==> src/rtl/dl_rr_arb_mux.sv <==
// dl_rr_arb_mux: N-to-1 round-robin arbitrating mux with a one-entry
// registered output stage. Each input and the output use valid/ready
// handshakes. The arbiter searches for a requester starting at ptr and
// wraps around. After every accepted word, ptr moves to the slot just
// past the winner.

module dl_rr_arb_mux #(
    parameter  int NUM_INPUTS = 32,
    parameter  int NUM_BITS   = 32,
    localparam int SEL_WIDTH  = $clog2(NUM_INPUTS)
) (
    input  logic                             clk,
    input  logic                             rst_n,
    input  logic [NUM_INPUTS*NUM_BITS-1:0]   in_data,
    input  logic [NUM_INPUTS-1:0]            in_valid,
    output logic [NUM_INPUTS-1:0]            in_ready,
    output logic [NUM_BITS-1:0]              out_data,
    output logic [SEL_WIDTH-1:0]             out_sel,
    output logic                             out_valid,
    input  logic                             out_ready
);

    // Output register and round-robin pointer.
    logic [NUM_BITS-1:0]   out_data_q,  out_data_d;
    logic [SEL_WIDTH-1:0]  out_sel_q,   out_sel_d;
    logic                  out_valid_q, out_valid_d;
    logic [SEL_WIDTH-1:0]  ptr_q,       ptr_d;

    // Arbitration signals.
    logic [NUM_INPUTS-1:0] req_hi;      // requesters at or above ptr
    logic [NUM_INPUTS-1:0] grant_hi;
    logic [NUM_INPUTS-1:0] grant_lo;
    logic [NUM_INPUTS-1:0] grant;
    logic [SEL_WIDTH-1:0]  idx_term  [NUM_INPUTS];
    logic [NUM_BITS-1:0]   data_term [NUM_INPUTS];
    logic [SEL_WIDTH-1:0]  grant_idx;
    logic [NUM_BITS-1:0]   grant_data;
    logic                  load_en;
    logic                  transfer;

    // Per-channel mask and one-hot decode. The winner's index and data are
    // formed by OR-reducing terms, so no wide variable part-select is built.
    for (genvar gi = 0; gi < NUM_INPUTS; gi++) begin : g_chan
        assign req_hi[gi]    = in_valid[gi] && (ptr_q <= SEL_WIDTH'(gi));
        assign idx_term[gi]  = grant[gi] ? SEL_WIDTH'(gi) : '0;
        assign data_term[gi] = grant[gi] ? in_data[gi*NUM_BITS +: NUM_BITS] : '0;
    end

    // v & -v isolates the lowest set bit. If no request lies at or above
    // ptr, the search wraps to the lowest requesting channel overall.
    assign grant_hi = req_hi   & (~req_hi   + NUM_INPUTS'(1));
    assign grant_lo = in_valid & (~in_valid + NUM_INPUTS'(1));
    assign grant    = (|req_hi) ? grant_hi : grant_lo;

    // Reduce the one-hot winner into its index and its data word.
    always_comb begin
        grant_idx  = '0;
        grant_data = '0;
        for (int i = 0; i < NUM_INPUTS; i++) begin
            grant_idx  = grant_idx  | idx_term[i];
            grant_data = grant_data | data_term[i];
        end
    end

    assign load_en  = !out_valid_q || out_ready;
    assign transfer = load_en && (|in_valid);

    // rst_n gates in_ready so that no producer sees an accept while in reset.
    assign in_ready = grant & {NUM_INPUTS{load_en && rst_n}};

    // Next state: load the winner, drain on output accept, otherwise hold.
    always_comb begin
        out_data_d  = out_data_q;
        out_sel_d   = out_sel_q;
        out_valid_d = out_valid_q;
        ptr_d       = ptr_q;
        if (transfer) begin
            out_data_d  = grant_data;
            out_sel_d   = grant_idx;
            out_valid_d = 1'b1;
            // Explicit wrap, because NUM_INPUTS need not be a power of two.
            ptr_d       = (grant_idx == SEL_WIDTH'(NUM_INPUTS - 1)) ?
                          '0 : grant_idx + SEL_WIDTH'(1);
        end else if (out_valid_q && out_ready) begin
            out_valid_d = 1'b0;
        end
    end

    // State register; reset asserts asynchronously and discards any held word.
    always_ff @(posedge clk or negedge rst_n) begin
        if (!rst_n) begin
            out_data_q  <= '0;
            out_sel_q   <= '0;
            out_valid_q <= 1'b0;
            ptr_q       <= '0;
        end else begin
            out_data_q  <= out_data_d;
            out_sel_q   <= out_sel_d;
            out_valid_q <= out_valid_d;
            ptr_q       <= ptr_d;
        end
    end

    assign out_data  = out_data_q;
    assign out_sel   = out_sel_q;
    assign out_valid = out_valid_q;

endmodule

==> config.mk <==
export PLATFORM = sky130hd
export DESIGN_NAME = dl_rr_arb_mux
export DESIGN_NICKNAME = d
export VERILOG_FILES = /design/src/rtl/dl_rr_arb_mux.sv
export SDC_FILE = /design/constraint.sdc
export NUM_CORES = 1
export LEC_CHECK = 0
export ABC_AREA = 1
export CAP_MARGIN = 5
export CORE_AREA = 2 2 443 445
export DETAILED_ROUTE_END_ITERATION = 6
export DIE_AREA = 0 0 445 447
export SLEW_MARGIN = 20
export SYNTH_ARGS = -nofsm -noshare
export SYNTH_HDL_FRONTEND = slang
export SYNTH_SLANG_ARGS = --single-unit
==> constraint.sdc <==
create_clock -name clk -period 4.35 [get_ports clk]
set_clock_uncertainty 0.2 [all_clocks]
set_input_delay 0.435 -clock clk [delete_from_list [all_inputs] [get_ports clk]]
set_output_delay 0.435 -clock clk [all_outputs]
set_load 0.02 [all_outputs]
==> results.md, run 1 <==
- Nets: 4901
- Max-Cap Viols: 0
- CP Capture Type: output port
- Vias in the first global route: 23900
- Cells after DPL: about 6400
- H-Tree Depth: 2
- Total vias in the final route: roughly 25000
- Final Non-Filler Cells: 6476
- WP data required: 3.71 ns
- First-pass GRT wire length: 306000 um
- Setup CP Type: register to output port
- Syn avg cell area: 4.83 um2
- Crit-path max FO: 11
- Sw Pwr: 4.14 mW
- Worst hold slack: 0.116 ns
- Post-DP Area: approximately 30000 um2
- Die span in x: approximately 450 um
- PnR Total Power: ~7.5 mW
- Combinational share of power: 82.6%
- Starting Density: 6.04%
- Area contributors post-synth: nand2_1, nor2_1, dfrtp_1
- Most used flip-flop cell after synthesis: dfrtp_1
- Pint: 3.37 mW
- Worst min path class: input port to asynchronous set/reset pin
- Final ANT Viol Nets: 0
- FP Rows: between 150 and 200
- Die Y: around 450 um
- Sw frac: between 50% and 60%
- Xor and xnor area share after synthesis: 0%
- Syn. warnings: 0
- Cell area after layout: 30000 um2
- Avg WL per Cell: 39.7 um
- Root buffer cell: clkbuf_16
- Largest family of logic cells by synthesized area: simple AND/OR/NAND/NOR gates
- Synth Area in Compound Gates: about an eighth
- R2R depth: 20
- Synth Area in Adders: less than 1%
- Initial antenna violation count: 289
- Simple-Gate Fraction of Synth Area: between 60% and 70%
- Flop pwr share: 10.4%
- PnR worst setup slack: 0.0899 ns
- Final Setup Violations: 0
- Port Buffers: 1128
- Grt total ovfl: 0
- Critical Path, Cell by Cell: nor2_1, buf_4, nand2_1, inv_1, nand2_2, nand2_1, buf_4, inv_1, nand2_1, buf_4, nor2_1, nand3_1, nand2_2, inv_1, buf_12, nor2_1, clkdlybuf4s50_1
- Register area share after synthesis: approximately 9%
- CP Launch Type: register
- Residual DRC: 0
- CTS tree: yes
- Number of setup buffers added after CTS: 0
- RSZ-0062 raised after global routing: yes
- Worst-Margin Slew: around 0.94 ns
- Layout cells sized above 1: between 10% and 20%
- Mux cell area share after synthesis: 0%
- M1 GR Usage: 28.9%
- Synthesized cell area: ~12000 um2
- Number of synthesized register bits: 43
- Core ar.: 194000 um2
- Number of flops mapped to enable cells by yosys: 0
- Synth async-reset ratio: between 90% and 100%
- Relative slew margins: between 30% and 40%
- Final hold vios: 0
- Clock network fraction of total power: 7.0%
- Power Dens Cells: roughly 250 nW/um2
- Crit-path slowest cell: clkdlybuf4s50_1
- Post-DP HPWL: 237000 um
- Placer Congestion: slightly above 1
- Final slew viol count: 0
- CTS buffer count: 5
- CP peak stage delay: ~0.63 ns
- Full die area: slightly below 200000 um2
- Fmax: approximately 0.23 GHz
- Most used routing layer: met2
- CTS sink count: 43
- # IOs: 1129
- Synth cell count leaders: nand2_1, nor2_1, inv_1, nand4_1, nand3_1
- Met3 GRT Util: 8.60%
- Tmin final: about 4.3 ns
- Syn_nets: 3489
- Final Cycle Share: between 90% and 100%
- Cells after Synth: 2428
- Initial DRT Pass Iterations: 5
- GR Util All Layers: 24.7%
- CTS clk-pin slew, worst paths: 0.09 ns
- VDD IR-drop max: 155 uV
- Status: complete, no violations
- Post-Route WL: 257000 um
- Post-synth top area share: 36.9%
- Leading area contributor after synthesis: nand2_1
- Starting DRC count in detailed routing: 2799
- Maximum number of pins on one net before global-route repair: 33
- Routed vias/inst: roughly 3.9
- Clock latency on the worst-skew pair: ~0.35 ns
- DP Worst Slack: -0.421 ns
- CP arrival: 3.63 ns
- Met2 GRT Util: between 40% and 50%
- Netlist cell types: 37
- Area grow syn2layout: 156%
- Max clock buf depth: 2
- Leak: 12.7 nW
- Most common cell in the synthesized netlist: nand2_1
-- power by group through the flow --
stage	clock [mW]	sequential, mW	combinational (mW)
5_1_grt	0.558	0.800	6.38
3_5_place_dp	0	0.790	6.19
4_1_cts	0.549	0.782	6.23
3_3_place_gp	0	0.783	6.24
6_report	0.524	0.783	6.20
2_1_floorplan	0	0.909	1.52
-- worst max-delay path, delay by kind of cell, from the launching register on --
family	cells	cell delay, ns
DFF	1	0.48
buffers and inverters	8	1.58
and+or+nand+nor	9	1.22
-- final cells by class --
cell class,instances,area [um2]
fill,22600,164000
timing repair buffer,1522,15300
multi-input combinational,2055,9320
tap,2542,3180
sequential,43,1080
inverter,213,801
antenna,93,233
clock buffer,5,125
clock inverter,3,43.8
-- path summary, 6_finish.rpt --
check                                  startpoint                  endpoint  slack (ns)
max                          ptr_q[4]$_DFFE_PN0P_              in_ready[29]        0.09
min                                         rst_n  out_data[26]$_DFFE_PN0P_        0.12
max reg2reg                  ptr_q[1]$_DFFE_PN0P_      ptr_q[0]$_DFFE_PN0P_        0.14
min reg2reg                out_sel[3]$_DFFE_PN0P_    out_sel[3]$_DFFE_PN0P_        0.30
max in group asynchronous                   rst_n      ptr_q[1]$_DFFE_PN0P_        2.93
min in group clk           out_sel[3]$_DFFE_PN0P_    out_sel[3]$_DFFE_PN0P_        0.30
-- timing repair --
action	in CTS	in global routing
resized for setup	14	27
hold buffers	0	0
setup endpoints to repair	22	28
-- sequential cells by signal, indices dropped and copies added, names as in the netlist --
register / flops
out_sel: 5
out_valid: 1
out_data: 32
ptr_q: 5
-- cells in the final DEF (no fill, tap or decap), types with 4 or more instances in the layout --
master,Yosys,layout
buf_4,32,326
o21ai_0,45,42
o2bb2ai_1,4,4
nor2_2,4,13
nor2_1,367,354
dfrtp_1,43,41
nand2_1,1152,1133
nor3_1,25,24
clkbuf_16,0,5
and3_1,11,11
nand2_2,18,32
dlymetal6s2s_1,0,8
a211oi_1,15,14
a21oi_1,45,45
nand3_2,2,4
inv_1,201,199
diode_2,0,93
o21ai_1,12,13
nand3_1,107,105
buf_12,0,82
clkdlybuf4s50_1,0,1104
o21ai_4,4,7
nand4_1,115,115
a22oi_1,15,15
inv_2,12,13
nor2_4,0,4
a22o_1,67,67
nand3b_1,26,26
-- layer usage --
layer / vias up / share of wire (%)
met2: 1723 / 47
met1: 12000 / 39
met4: 156 / 4.5
met3: 526 / 9.6
li1: 10700 / -
met5: - / 0.39
-- per-stage QoR --
stage | util [%] | setup TNS (ns)
after CTS | 15.3 | -0.0934
after floorplan | - | 0
after detailed placement | 15.2 | -2.90
after global routing | 15.4 | -0.282
final | 15.5 | 0
after global placement | 15.2 | -3.20
-- logic make-up after synthesis --
kind of cell,after synthesis
flip-flops,43
adder cells (fa/ha/maj),2
AO/OA/AOI/OAI,216
buffers and inverters,330
AND/OR/NAND/NOR,1837
Power figures use the tool's default switching activity.
==> run 2, diff against run 1 <==
--- a/config.mk
+++ b/config.mk
@@ -10,6 +10,8 @@
 export CORE_AREA = 2 2 443 445
 export DETAILED_ROUTE_END_ITERATION = 6
 export DIE_AREA = 0 0 445 447
+export RECOVER_POWER = 100
+export SKIP_CTS_REPAIR_TIMING = 1
 export SLEW_MARGIN = 20
 export SYNTH_ARGS = -nofsm -noshare
 export SYNTH_HDL_FRONTEND = slang
==> results.md, run 2 (same netlist as run 1, synthesis figures left out) <==
- Status: finished, violations left (was complete, no violations)
- Failing checks: max-capacitance violations, max-slew violations
- WHS Endpoint: out_sel[3]$_DFFE_PN0P_
- Flop pwr share: 10.4% (about the same)
- Starting Density: 6.04% (unchanged)
- Maximum number of pins on one net before global-route repair: 33 (unchanged)
- Setup CP Type: register to output port (unchanged)
- GR Util All Layers: 24.7% (about the same)
- Crit-path max FO: 10 (was 11)
- Residual DRC: 0 (unchanged)
- Hold depth: 2
- Reg2reg end: out_data[14]$_DFFE_PN0P_ (was ptr_q[0]$_DFFE_PN0P_)
- Final hold vios: 0 (unchanged)
- CTS sink count: 43 (unchanged)
- PnR worst setup slack: 0.0723 ns (was 0.0899 ns)
- CTS clk-pin slew, worst paths: 0.08 ns (was 0.09 ns)
- Port Buffers: 1128 (unchanged)
- Worst-Margin Slew: 1.50 ns (was 0.936 ns)
- Placer Congestion: 1.04 (unchanged)
- Fmax: 0.234 GHz (was 0.235 GHz)
- Clock latency on the worst-skew pair: 0.35 ns (about the same)
- CTS tree: yes (unchanged)
- Clock network fraction of total power: 7.1% (was 7.0%)
- # IOs: 1129 (unchanged)
- Initial DRT Pass Iterations: 6 (was 5)
- Sw frac: 55.5% (was 55.1%)
- H-Tree Depth: 2 (unchanged)
- Max-Cap Viols: 1 (was 0)
- Power Dens Cells: 248 nW/um2 (was 250 nW/um2)
- R2R depth: 20 (unchanged)
- Max clock buf depth: 2 (unchanged)
- Cells after DPL: 6375 (unchanged)
- Vias in the first global route: 23900 (about the same)
- Post-layout util: 15.4% (was 15.5%)
- RSZ-0062 raised after global routing: yes (unchanged)
- Root buffer cell: clkbuf_16 (unchanged)
- Combinational share of power: 82.5% (was 82.6%)
- Grt total ovfl: 0 (unchanged)
- Starting DRC count in detailed routing: 2944 (was 2799)
- VDD IR-drop max: 154 uV (was 155 uV)
- Total vias in the final route: 25100 (was 25000)
- CP arrival: 3.64 ns (was 3.63 ns)
- Commonest non-fill, non-tap cell in the layout: nand2_1 (unchanged)
- Tmin final: 4.28 ns (was 4.26 ns)
- FF-to-FF Start: ptr_q[2]$_DFFE_PN0P_ (was ptr_q[1]$_DFFE_PN0P_)
- Avg WL per Cell: 39.8 um (was 39.7 um)
- Post-DP HPWL: 237000 um (unchanged)
- Final Non-Filler Cells: 6468 (was 6476)
- Final Setup Violations: 0 (unchanged)
- CP Launch Type: register (unchanged)
- Reg2reg setup slack: 0.11 ns (was 0.14 ns)
- Relative slew margins: -0.309% (was 37.4%)
- Setup TNS: 0 ns (unchanged)
- FP Rows: 162 (unchanged)
- Nets: 4901 (unchanged)
- Initial antenna violation count: 287 (was 289)
- Worst min path class: register to register (was input port to asynchronous set/reset pin)
- Area grow syn2layout: 156% (about the same)
- Full die area: 199000 um2 (unchanged)
- CTS buffer count: 5 (unchanged)
- Die span in x: 445 um (unchanged)
- Post-Route WL: 257000 um (about the same)
- Die Y: 447 um (unchanged)
- Leak: 12.6 nW (was 12.7 nW)
- CP Capture Type: output port (unchanged)
- Final ANT Viol Nets: 0 (unchanged)
- Final slew viol count: 18 (was 0)
- Core ar.: 194000 um2 (unchanged)
- Layout cells sized above 1: 13.2% (about the same)
- Routed vias/inst: 3.88 (was 3.87)
- WP data required: 3.71 ns (about the same)
- Final Cycle Share: 98.3% (was 97.9%)
- Worst hold slack: 0.291 ns (was 0.116 ns)
- First-pass GRT wire length: 306000 um (about the same)
- Hold path start: out_sel[3]$_DFFE_PN0P_
- Most frequent cells in the layout: nand2_1, clkdlybuf4s50_1, nor2_1, buf_4, inv_1 (unchanged)
- Largest register FFs: 32 (unchanged)
- Sw Pwr: 4.13 mW (was 4.14 mW)
- DP Worst Slack: -0.421 ns (unchanged)
- Pint: 3.31 mW (was 3.37 mW)
-- run 2: layout make-up --
type	instances	area [um2]
diodes	85	213
inverters	213	801
clock buffers	5	125
multi-input cells	2055	9310
flip-flops and latches	43	1080
fillers	22600	164000
repair buffers	1522	15200
clock inverters	3	43.8
well taps	2542	3180
-- run 2: how the worst max path moves through the flow --
stage	cells past startpoint	from	endpoint	slack, ns
after CTS	17	ptr_q[2]$_DFFE_PN0P_	out_data[8]$_DFFE_PN0P_	-0.23
final	12	ptr_q[1]$_DFFE_PN0P_	in_ready[10]	0.07
after floorplan	22	ptr_q[3]$_DFFE_PN0P_	ptr_q[2]$_DFFE_PN0P_	1.25
after global routing	13	ptr_q[2]$_DFFE_PN0P_	in_ready[10]	-0.09
after detailed placement	17	in_valid[12]	out_data[8]$_DFFE_PN0P_	-0.42
after global placement	20	in_valid[12]	ptr_q[0]$_DFFE_PN0P_	-0.41
-- run 2: power groups by stage --
stage	logic [mW]	registers [mW]	clock network, mW
6_report	6.13	0.774	0.524
5_1_grt	6.31	0.792	0.558
4_1_cts	6.22	0.781	0.549
3_5_place_dp	6.19	0.790	0
3_3_place_gp	6.24	0.783	0
2_1_floorplan	1.52	0.909	0
-- run 2: per-stage QoR --
| step | area, um2 | total power, mW |
|---|---|---|
| floorplan | 11700 | 2.43 |
| global placement | 29500 | 7.03 |
| detailed placement | 29500 | 6.98 |
| CTS | 29700 | 7.55 |
| global route | 29900 | 7.66 |
| finish | 30000 | 7.43 |
-- run 2: critical path: stages (launching register included) --
cell and delay, ns:
dfrtp_2 0.50, nand2_1 0.16, nand2_1 0.26, o21ai_2 0.14
nor2_2 0.16, nand2_2 0.16, nor2_1 0.36, nand3_1 0.28
nand2_2 0.20, inv_1 0.17, buf_12 0.18, nor2_1 0.08
clkdlybuf4s50_1 0.62
-- run 2: per-layer routing --
layer	share of wire, %	GRT usage [%]	vias to the layer above
li1	-	-	10700
met1	39	29.0	12000
met2	47	41.4	1719
met3	9.3	8.41	501
met4	4.2	9.35	150
met5	0.37	0	-
==> run 3, diff against run 2 <==
--- a/config.mk
+++ b/config.mk
@@ -6,7 +6,6 @@
 export NUM_CORES = 1
 export LEC_CHECK = 0
 export ABC_AREA = 1
-export CAP_MARGIN = 5
 export CORE_AREA = 2 2 443 445
 export DETAILED_ROUTE_END_ITERATION = 6
 export DIE_AREA = 0 0 445 447
==> results of run 3 <==
No change in the layout: final DEF, timing and power equal those of run 2.
